--- src/rtl/aes_stream_packer_if.sv ---
// Word-in / block-out handshake bundle between the source streamer, the packer and the AES engine.
// The master modport is the packer; the slave modport is the streamer/engine side.
interface aes_stream_packer_if #(
  parameter int WORD_W = 32,
  parameter int BLK_W  = 128
);
  logic [WORD_W-1:0] in_data;
  logic              in_valid;
  logic              in_ready;
  logic [BLK_W-1:0]  blk_data;
  logic              blk_valid;
  logic              blk_ready;

  modport master (
    input  in_data, in_valid, blk_ready,
    output in_ready, blk_data, blk_valid
  );

  modport slave (
    output in_data, in_valid, blk_ready,
    input  in_ready, blk_data, blk_valid
  );
endinterface

--- src/rtl/aes_stream_packer.sv ---
// Packs WORD_W stream words into BLK_W AES blocks (first word in the MSBs).
// Counts the blocks the engine accepts against a latched job length.
//
// state | meaning
// IDLE  | waiting for start_i, no handshakes offered
// FILL  | accepting words into the block buffer
// EMIT  | full block offered to the engine, input stalled
// DONE  | one-cycle job-complete pulse
module aes_stream_packer #(
  parameter int WORD_W = 32,
  parameter int BLK_W  = 128,
  parameter int CNT_W  = 16
) (
  input  logic             clk,
  input  logic             reset_n,
  input  logic             clear_i,
  input  logic             start_i,
  input  logic [CNT_W-1:0] n_blocks_i,
  aes_stream_packer_if.master s_if,
  output logic             busy_o,
  output logic             done_o,
  output logic [CNT_W-1:0] blk_cnt_o
);

  localparam int NW    = BLK_W / WORD_W;
  localparam int IDX_W = $clog2(NW);

  typedef enum logic [1:0] {
    IDLE = 2'd0,
    FILL = 2'd1,
    EMIT = 2'd2,
    DONE = 2'd3
  } state_e;

  state_e             state_q, state_d;
  logic [IDX_W-1:0]   idx_q, idx_d;
  logic [BLK_W-1:0]   blk_q, blk_d;
  logic [CNT_W-1:0]   cnt_q, cnt_d;
  logic [CNT_W-1:0]   nblk_q, nblk_d;
  logic [CNT_W-1:0]   cnt_inc;

  assign cnt_inc = cnt_q + CNT_W'(1);

  always_ff @(posedge clk) begin
    if (!reset_n || clear_i) begin
      state_q <= IDLE;
      idx_q   <= '0;
      blk_q   <= '0;
      cnt_q   <= '0;
      nblk_q  <= '0;
    end else begin
      state_q <= state_d;
      idx_q   <= idx_d;
      blk_q   <= blk_d;
      cnt_q   <= cnt_d;
      nblk_q  <= nblk_d;
    end
  end

  always_comb begin
    state_d = state_q;
    idx_d   = idx_q;
    blk_d   = blk_q;
    cnt_d   = cnt_q;
    nblk_d  = nblk_q;
    case (state_q)
      IDLE: begin
        if (start_i) begin
          nblk_d  = n_blocks_i;
          cnt_d   = '0;
          idx_d   = '0;
          state_d = (n_blocks_i == '0) ? DONE : FILL;
        end
      end
      FILL: begin
        if (s_if.in_valid) begin
          // Slot 0 lands in the MSBs so AES byte 0 is the top byte of the block.
          for (int s = 0; s < NW; s++) begin
            if (idx_q == IDX_W'(s)) begin
              blk_d[BLK_W-1-s*WORD_W -: WORD_W] = s_if.in_data;
            end
          end
          if (idx_q == IDX_W'(NW-1)) begin
            idx_d   = '0;
            state_d = EMIT;
          end else begin
            idx_d = idx_q + IDX_W'(1);
          end
        end
      end
      EMIT: begin
        if (s_if.blk_ready) begin
          cnt_d   = cnt_inc;
          state_d = (cnt_inc == nblk_q) ? DONE : FILL;
        end
      end
      DONE: state_d = IDLE;
      default: state_d = IDLE;
    endcase
  end

  assign s_if.in_ready  = (state_q == FILL);
  assign s_if.blk_valid = (state_q == EMIT);
  assign s_if.blk_data  = blk_q;
  assign busy_o         = (state_q != IDLE);
  assign done_o         = (state_q == DONE);
  assign blk_cnt_o      = cnt_q;

endmodule

--- src/flat_wrapper.sv ---
// flat-port wrapper written by rule: the top's interface ports become plain ports
module aes_stream_packer_flat 
#(
  parameter int WORD_W = 32,
  parameter int BLK_W  = 128,
  parameter int CNT_W  = 16
)
  (clk, reset_n, clear_i, start_i, n_blocks_i, busy_o, done_o, blk_cnt_o, s_if_in_data, s_if_in_valid, s_if_blk_ready, s_if_in_ready, s_if_blk_data, s_if_blk_valid);
  aes_stream_packer_if #(.WORD_W(WORD_W), .BLK_W(BLK_W)) s_if_i ();
  input  logic clk;
  input  logic reset_n;
  input  logic clear_i;
  input  logic start_i;
  input  logic [CNT_W-1:0] n_blocks_i;
  output logic busy_o;
  output logic done_o;
  output logic [CNT_W-1:0] blk_cnt_o;
  input wire logic [$bits(s_if_i.in_data)-1:0] s_if_in_data;
  input wire logic [$bits(s_if_i.in_valid)-1:0] s_if_in_valid;
  input wire logic [$bits(s_if_i.blk_ready)-1:0] s_if_blk_ready;
  output wire logic [$bits(s_if_i.in_ready)-1:0] s_if_in_ready;
  output wire logic [$bits(s_if_i.blk_data)-1:0] s_if_blk_data;
  output wire logic [$bits(s_if_i.blk_valid)-1:0] s_if_blk_valid;
  assign s_if_i.in_data = s_if_in_data;
  assign s_if_i.in_valid = s_if_in_valid;
  assign s_if_i.blk_ready = s_if_blk_ready;
  assign s_if_in_ready = s_if_i.in_ready;
  assign s_if_blk_data = s_if_i.blk_data;
  assign s_if_blk_valid = s_if_i.blk_valid;
  aes_stream_packer #(.WORD_W(WORD_W), .BLK_W(BLK_W), .CNT_W(CNT_W)) u_core (.clk(clk), .reset_n(reset_n), .clear_i(clear_i), .start_i(start_i), .n_blocks_i(n_blocks_i), .s_if(s_if_i), .busy_o(busy_o), .done_o(done_o), .blk_cnt_o(blk_cnt_o));
endmodule
--- config.mk ---
export PLATFORM = sky130hd
export DESIGN_NAME = aes_stream_packer_flat
export DESIGN_NICKNAME = d
export VERILOG_FILES = /design/src/rtl/aes_stream_packer_if.sv /design/src/rtl/aes_stream_packer.sv /design/src/flat_wrapper.sv
export SDC_FILE = /design/constraint.sdc
export NUM_CORES = 1
export LEC_CHECK = 0
export ABC_AREA = 1
export CAP_MARGIN = 40
export CORE_MARGIN = 2
export CORE_UTILIZATION = 45
export CTS_CLUSTER_SIZE = 28
export DETAILED_ROUTE_END_ITERATION = 8
export PLACE_DENSITY = 0.77
export SKIP_LAST_GASP = 1
export SLEW_MARGIN = 30
export SYNTH_ARGS = -nofsm -noshare
export SYNTH_HDL_FRONTEND = slang
export SYNTH_SLANG_ARGS = --single-unit
--- constraint.sdc ---
create_clock -name clk -period 3.9 [get_ports clk]
set_input_delay 0.78 -clock clk [delete_from_list [all_inputs] [get_ports clk]]
set_output_delay 0.78 -clock clk [all_outputs]
set_load 0.03 [all_outputs]
After elaboration in Yosys (flattened, before gate mapping)
Index checks and enable logic that the tools add are counted.
{"block": "totals", "mem_bits_rw": 0, "mem_count": 0, "latch_bits": 0, "inputBits": 54, "output_inout_bits": 148, "ff_bits": 164, "rom_bits": 0, "word_cells": 51}
{"block": "op_classes", "reduce_logical": 16, "n_eq_ne": 11, "mul": 0, "n_div": 0, "magnitude_cmp": 0, "n_addsub": 2, "n_bitwise": 0, "n_mux": 14, "shift": 0}
{"operator": "$mux W16", "count": 2}
{"operator": "$pmux W16 S2", "count": 1}
{"operator": "$mux W2", "count": 9}
{"operator": "$reduce_and A3 Y1", "count": 6}
{"operator": "$add A16 B1 Y16 const B", "count": 1}
{"operator": "$eq A16 B16 Y1", "count": 1}
{"operator": "$logic_not A16 Y1", "count": 1}
{"operator": "$eq A2 B2 Y1 const B", "count": 4}
{"operator": "$pmux W2 S4", "count": 1}
{"operator": "$ne A2 B2 Y1 const B", "count": 3}
{"operator": "$reduce_bool A2 Y1", "count": 3}
{"operator": "$eq A2 B1 Y1 const B", "count": 2}
{"operator": "$logic_not A2 Y1", "count": 2}
{"operator": "$pmux W2 S2", "count": 1}
{"operator": "$reduce_and A4 Y1", "count": 1}
{"operator": "$add A2 B1 Y2 const B", "count": 1}
{"operator": "$ne A2 B1 Y1 const B", "count": 1}
{"operator": "$reduce_and A2 Y1", "count": 1}
{"operator": "$logic_not A1 Y1", "count": 1}
{"operator": "$logic_or A1 B1 Y1", "count": 1}

Longest topological paths before layout
Gate-level depths: netlist of run 1.
{"block": "depth", "word_depth": 5, "mapped_depth": 13, "ltp_nobuf": 13}

Worst setup path before layout of run 1
No wires, ideal clock.
{"block": "synth_timing", "path_kind": "reg2reg", "startpoint": "reg u_core.cnt_q[0] (netlist: u_core.blk_cnt_o[0])", "endpoint": "reg u_core.state_q[1]", "period_less_slack_ps": 1865, "n_path_buf": 0, "path_slack_ps": 2035, "arrival_ps": 1795, "t_required_ps": 3830, "path_stages_with_launch": 12, "setup_time_ps": 70, "cell_sequence": "dfxtp_1 -> ha_1 -> nand3_1 -> o21ai_0 -> nand2_1 -> nand2_1 -> nand3_1 -> nor2_1 -> nand2_1 -> nor2_1 -> nand2_1 -> a21oi_1"}
{"block": "synth_via", "elab_chain_len": 5}
{"element": "start: declaration", "line_no": "aes_stream_packer.sv:38", "text": "logic [CNT_W-1:0] cnt_q, cnt_d;"}
{"element": "start signal: assignment", "line_no": "aes_stream_packer.sv:55", "text": "cnt_q <= cnt_d;"}
{"element": "$add A16 B1 Y16", "line_no": "aes_stream_packer.sv:42", "text": "assign cnt_inc = cnt_q + CNT_W'(1);"}
{"element": "$eq A16 B16 Y1", "line_no": "aes_stream_packer.sv:94", "text": "state_d = (cnt_inc == nblk_q) ? DONE : FILL;"}
{"element": "$mux W2", "line_no": "aes_stream_packer.sv:94"}
{"element": "$mux W2", "line_no": "aes_stream_packer.sv:92", "text": "if (s_if.blk_ready) begin"}
{"element": "$pmux W2 S4", "line_no": "aes_stream_packer.sv:66", "text": "case (state_q)"}
{"element": "end signal: assignment", "line_no": "aes_stream_packer.sv:52", "text": "state_q <= state_d;"}
{"element": "end: declaration", "line_no": "aes_stream_packer.sv:35", "text": "state_e state_q, state_d;"}
Every way passes these cells. The select of a mux whose other input is x is not followed.
A chain may end at the register's enable or synchronous reset.

Worst setup path after layout of run 1
{"block": "layout_timing", "startpoint": "reg u_core.state_q[0]", "endpoint": "out s_if_in_ready"}
{"block": "layout_via", "elab_chain_len": 1}
{"element": "$eq A2 B1 Y1", "line_no": "aes_stream_packer.sv:102", "text": "assign s_if.in_ready = (state_q == FILL);"}
{"element": "end: declaration", "line_no": "flat_wrapper.sv:21", "text": "output wire logic [$bits(s_if_i.in_ready)-1:0] s_if_in_ready;"}
Every way passes these cells.

==> results of run 1 <==
==> worst max-delay path, delay by kind of cell, from the launching register on <==
kind	cells	cell delay [ps]
buf+inv	2	830
flops	1	360
simple gates	1	320
==> how the worst max path moves through the flow <==
stage	to	slack (ps)	cells after the start
5_1_grt	s_if_in_ready	1170	3
4_1_cts	s_if_in_ready	1200	3
3_3_place_gp	u_core.s_if.blk_data[74]	1330	7
3_5_place_dp	u_core.idx_q[1]	1240	8
2_1_floorplan	u_core.state_q[1]	2040	11
6_report	s_if_in_ready	1210	3
==> sequential cells by signal (all words and copies together) (netlist names) <==
name and cells:
u_core.s_if.blk_data 128, u_core.nblk_q 16, u_core.idx_q 2, u_core.state_q 2, u_core.blk_cnt_o 16
==> cells by family after synthesis <==
| family | after synthesis | synth area share, % |
|---|---|---|
| simple gates | 444 | 27.4 |
| compound gates | 184 | 14.2 |
| flops | 164 | 50.2 |
| buf+inv | 97 | 5.88 |
| xor+xnor | 6 | 1.34 |
| fa+ha+maj | 5 | 0.957 |
==> power breakdown <==
group	leakage, nW	internal, W	switching, W	total [W]
registers	1.32	0.00169	0.0000110	0.00170
logic	1.78	0.000103	0.000147	0.000250
clock network	0.284	0.000987	0.000666	0.00165
==> cell usage after synthesis, drive strengths merged <==
library cell	instances
nor2	298
dfxtp	164
o21ai	149
nand2	90
inv	50
nand3	42
clkbuf	32
a21oi	31
buf	14
nand4	7
ha	5
nor4	3
nand3b	2
nor3	2
xnor2	2
xnor3	2
xor2	2
a211oi	1
a41oi	1
clkinv	1
o211ai	1
o22ai	1
==> per-stage QoR <==
step | hold WS, ps | instances | util [%] | instance area [µm²]
2_1_floorplan | 444 | 900 | - | 6540
3_3_place_gp | 456 | 1250 | 60.5 | 8690
3_5_place_dp | 470 | 1250 | 60.5 | 8690
4_1_cts | 481 | 1282 | 64.6 | 9280
5_1_grt | 499 | 1282 | 64.6 | 9280
6_report | 478 | 1282 | 64.6 | 9280
==> layer usage <==
layer  vias up  GRT usage [%]
met2       287           40.3
li1       3269              -
met5         -              0
met4         0           7.34
met3        25           10.3
met1      3056           31.6
==> cell type report <==
class                   instances  area, µm²  share of cell area [%]
well taps                     184        230                    2.48
clock buffers                  23        468                    5.04
multi-input cells             639       2880                    31.0
flip-flops and latches        164       3280                    35.4
inverters                      51        191                    2.06
repair buffers                212       2110                    22.7
clock inverters                 9        119                    1.28
==> metrics, run 1 <==
RSZ-0062 raised after global routing=no; # Max-Cap Violations=0; CP max FO=8; wire length on met3=2.03 mm; hold_buf cts=0; Port Buffers=201; CTS resizes=0; routed via count=6,637; ANT nets after route=0; hold depth=2; H-tree Lvls=4; routability cong.=0.918; R2R cell count=11; Final Setup Violations=0; clock tree buffer depth=2; PnR worst setup slack=1210 ps; critical-path cell list=inv_1 > nor2_2 > clkdlybuf4s50_1; Synthesis Warnings=0; Min-Delay Path Class=flip-flop to flip-flop; Critical Path Start=u_core.state_q[0]; vias in the first global route=5,834; Die Y-Extent=125 µm; clk_lat worst skew=410 ps; Ports=202; # rows=44; DR WL/cell=15.7 µm; full die area=15,500 µm²; Post-Syn Nets=959; final hold violation count=0; reg2reg end=u_core.state_q[1]; final slew viol count=0; synth top area cells=dfxtp_1 50%, nor2_1 17%, o21ai_0 11%; sequential fraction of the synthesis area=50.2%; 1st-iter DRT viols=663; period utilization=69.1%; Clock transition at path regs=60 ps; Final #Nets=1,144; Worst R2R Setup Slack=1670 ps; Final min period=2690 ps; Crit-path slowest cell=clkdlybuf4s50_1; top cell type's share of synthesized area=50.2%; Vias/cell=5.18; RR Startpoint=u_core.blk_cnt_o[0]; ANT cells=0; endpoint class of the critical path=output pin; TritonCTS clock tree=yes; initial antenna violation count=0; CTS Buf Count=17; width of the chip=125 µm; hold wc startpoint=u_core.nblk_q[3]; DR WL met2=9.53 mm; GRT Overall Usage=25.3%; VDD IR-drop max=0.322 mV; worst slack, placed=1240 ps; core area=14,400 µm²; Clock Skews=7.86 ps; Avg Synthesized Cell Area=7.26 µm²; PD cells=389 nW/µm²; Post-Synthesis Cells=900; total chip power=0.00361 W; Slew headroom=49.8%; area leader, netlist=dfxtp_1; met1 wire length=8.30 mm; drt pass-1 iters=5; actual transition at the worst max-transition pin=753 ps; largest stage delay on the critical path=750 ps; CTS Root Cell=clkbuf_16; required time of the critical path=3120 ps; Worst Path Arrival=1910 ps; drt total wl=20.2 mm; fraction of layout cells with a size suffix above 1=4.64%; Filler Cells Inserted=1,248; Initial Util=45.5%; Clock Sinks=164; most common cell after layout, fill and taps aside=nor2_1; first-pass GRT wire length=31.4 mm; LEAKAGE=3.38 nW; Post CTS Setup Buffer Count=0; Max Freq=371 MHz; synth unique cells=26; gr ovfl total=0; Post-Route Setup TNS=0 ps; DR top layer=met4; crit path kind=flip-flop to output pin; startpoint types=flip-flop; synthesized flop and latch total=164; most frequent cells in the layout=289 x nor2_1, 201 x clkdlybuf4s50_1, 164 x dfxtp_1; Cell Area, Synth=6540 µm²; largest net degree at the start of global routing=146; outcome=completed; hold path endpoint=u_core.nblk_q[3]; Area growth, synth to finish=41.9%; post-DP HPWL=13.4 mm; # DRC=0
Note: power is estimated with default switching activity, not from simulation.
==> inputs of run 2 (changes only) <==
--- a/config.mk
+++ b/config.mk
@@ -8,10 +8,10 @@
 export ABC_AREA = 1
 export CAP_MARGIN = 40
 export CORE_MARGIN = 2
-export CORE_UTILIZATION = 45
+export CORE_UTILIZATION = 42
 export CTS_CLUSTER_SIZE = 28
 export DETAILED_ROUTE_END_ITERATION = 8
-export PLACE_DENSITY = 0.77
+export PLACE_DENSITY = 0.75
 export SKIP_LAST_GASP = 1
 export SLEW_MARGIN = 30
 export SYNTH_ARGS = -nofsm -noshare
==> constraint.sdc (replaced) <==
create_clock -name clk -period 2.3 [get_ports clk]
set_input_delay 0.46 -clock clk [delete_from_list [all_inputs] [get_ports clk]]
set_output_delay 0.46 -clock clk [all_outputs]
set_load 0.03 [all_outputs]
==> run 2 against run 1 <==
Worst setup slack got worse by 1100 ps. Sequential share of layout area decreased by 0.39 points. Global-route usage decreased by 0.78 points. Largest power group unchanged. Cell count increased by 1.2%. Highest routed layer unchanged.
==> metrics, run 2 (same netlist as run 1, synthesis figures left out) <==
outcome=completed (unchanged); Die Y-Extent=129 µm (was 125 µm); # Max-Cap Violations=0 (unchanged); DR WL/cell=15.4 µm (was 15.7 µm); clk_lat worst skew=420 ps (was 410 ps); # DRC=0 (unchanged); Initial Util=43.0% (was 45.5%); Largest register FFs=128 (unchanged); period utilization=96.2%; Min-Delay Path Class=flip-flop to flip-flop (unchanged); fraction of layout cells with a size suffix above 1=5.95% (was 4.64%); GRT Overall Usage=24.5% (was 25.3%); Clock Skews=7.96 ps (was 7.86 ps); CTS Root Cell=clkbuf_16 (unchanged); LEAKAGE=3.44 nW (was 3.38 nW); Final Setup Violations=0 (unchanged); Slew headroom=63.0% (was 49.8%); Clock Sinks=164 (unchanged); total chip power=0.00608 W (was 0.00361 W); Post CTS Setup Buffer Count=0 (unchanged); Max Freq=452 MHz; worst hold slack=475 ps (was 478 ps); most common cell after layout, fill and taps aside=nor2_1 (unchanged); Area growth, synth to finish=43.5% (was 41.9%); RSZ-0062 raised after global routing=no (unchanged); width of the chip=129 µm (was 125 µm); drt pass-1 iters=5 (unchanged); full die area=16,600 µm² (was 15,500 µm²); hold_buf cts=0 (unchanged); Worst Path Arrival=1750 ps (was 1910 ps); # rows=45 (was 44); drt total wl=19.9 mm (was 20.2 mm); routed via count=6,526 (was 6,637); 1st-iter DRT viols=447 (was 663); initial antenna violation count=0 (unchanged); TritonCTS clock tree=yes (unchanged); ANT cells=0 (unchanged); Vias/cell=5.03 (was 5.18); first-pass GRT wire length=31.9 mm (was 31.4 mm); largest net degree at the start of global routing=120 (was 146); gr ovfl total=0 (unchanged); ANT nets after route=0 (unchanged); PD cells=648 nW/µm² (was 389 nW/µm²); CP max FO=4 (was 8); post-DP HPWL=13.9 mm (was 13.4 mm); Final #Nets=1,156 (was 1,144); startpoint types=flip-flop (unchanged); final slew viol count=0 (unchanged); Port Buffers=201 (unchanged); routability cong.=0.854 (was 0.918); crit path kind=flip-flop to output pin (unchanged); Ports=202 (unchanged); H-tree Lvls=4 (unchanged); core area=15,200 µm² (was 14,400 µm²); VDD IR-drop max=0.512 mV (was 0.322 mV); most frequent cells in the layout=289 x nor2_1, 201 x clkdlybuf4s50_1, 164 x dfxtp_1 (unchanged); vias in the first global route=6,192 (was 5,834); endpoint class of the critical path=output pin (unchanged); required time of the critical path=1840 ps (was 3120 ps); Clock transition at path regs=70 ps (was 60 ps); Post-Route Setup TNS=0 ps (unchanged); Final min period=2210 ps; clock tree buffer depth=2 (unchanged); CTS Buf Count=17 (unchanged); final hold violation count=0 (unchanged); actual transition at the worst max-transition pin=550 ps (was 753 ps); CTS resizes=0 (unchanged)
-- run 2: cell type report --
cell class                      instances  area [µm²]
Clock buffer                           17         425
Clock inverter                         14         144
Fill cell                            1353        5820
Inverter                               51         191
Multi-Input combinational cell        639        2880
Sequential cell                       164        3280
Tap cell                              188         235
Timing Repair Buffer                  224        2220
-- run 2: final timing paths --
kind | startpoint | to | slack (ps) | cells after the start
worst min-delay path | u_core.nblk_q[1] | u_core.nblk_q[1] | 480 | 2
worst max-delay path | u_core.state_q[1] | s_if_blk_valid | 90 | 3
worst max register to register | u_core.blk_cnt_o[1] | u_core.state_q[1] | 440 | 13
worst min register to register | u_core.nblk_q[1] | u_core.nblk_q[1] | 480 | 2
-- run 2: critical path: stages, from the launching register on --
cell and delay [ps]:
dfxtp_1 420, nand2_1 150, inv_1 100, clkdlybuf4s50_1 670
-- run 2: layer usage --
metal | GRT usage (%) | part of all wire (%) | vias up
met3 | 9.94 | 9.5 | 28
li1 | - | - | 3288
met5 | 0 | 0 | -
met2 | 39.9 | 47 | 222
met1 | 30.2 | 42 | 2988
met4 | 6.46 | 1.6 | 0
-- run 2: per-stage QoR --
stage / area (µm²) / utilization (%) / setup WS [ps] / instances
after CTS: 9380 / 61.7 / 69.2 / 1297
final: 9380 / 61.7 / 88.0 / 1297
after global routing: 9380 / 61.7 / 7.18 / 1297
after detailed placement: 8810 / 58.0 / 341 / 1266
after floorplan: 6540 / - / 435 / 900
after global placement: 8810 / 58.0 / 347 / 1266
-- run 2: power by group --
group	leakage [nW]	switching (W)	internal [W]	total [W]
sequential	1.32	0.0000179	0.00287	0.00288
clock	0.276	0.00124	0.00152	0.00276
combinational	1.84	0.000251	0.000187	0.000438
==> inputs of run 3 (changes only) <==
--- a/config.mk
+++ b/config.mk
@@ -13,7 +13,6 @@
 export DETAILED_ROUTE_END_ITERATION = 8
 export PLACE_DENSITY = 0.75
 export SKIP_LAST_GASP = 1
-export SLEW_MARGIN = 30
 export SYNTH_ARGS = -nofsm -noshare
 export SYNTH_HDL_FRONTEND = slang
 export SYNTH_SLANG_ARGS = --single-unit
==> results of run 3 <==
Same layout as run 2: the final DEF is identical, and so are final timing and power.
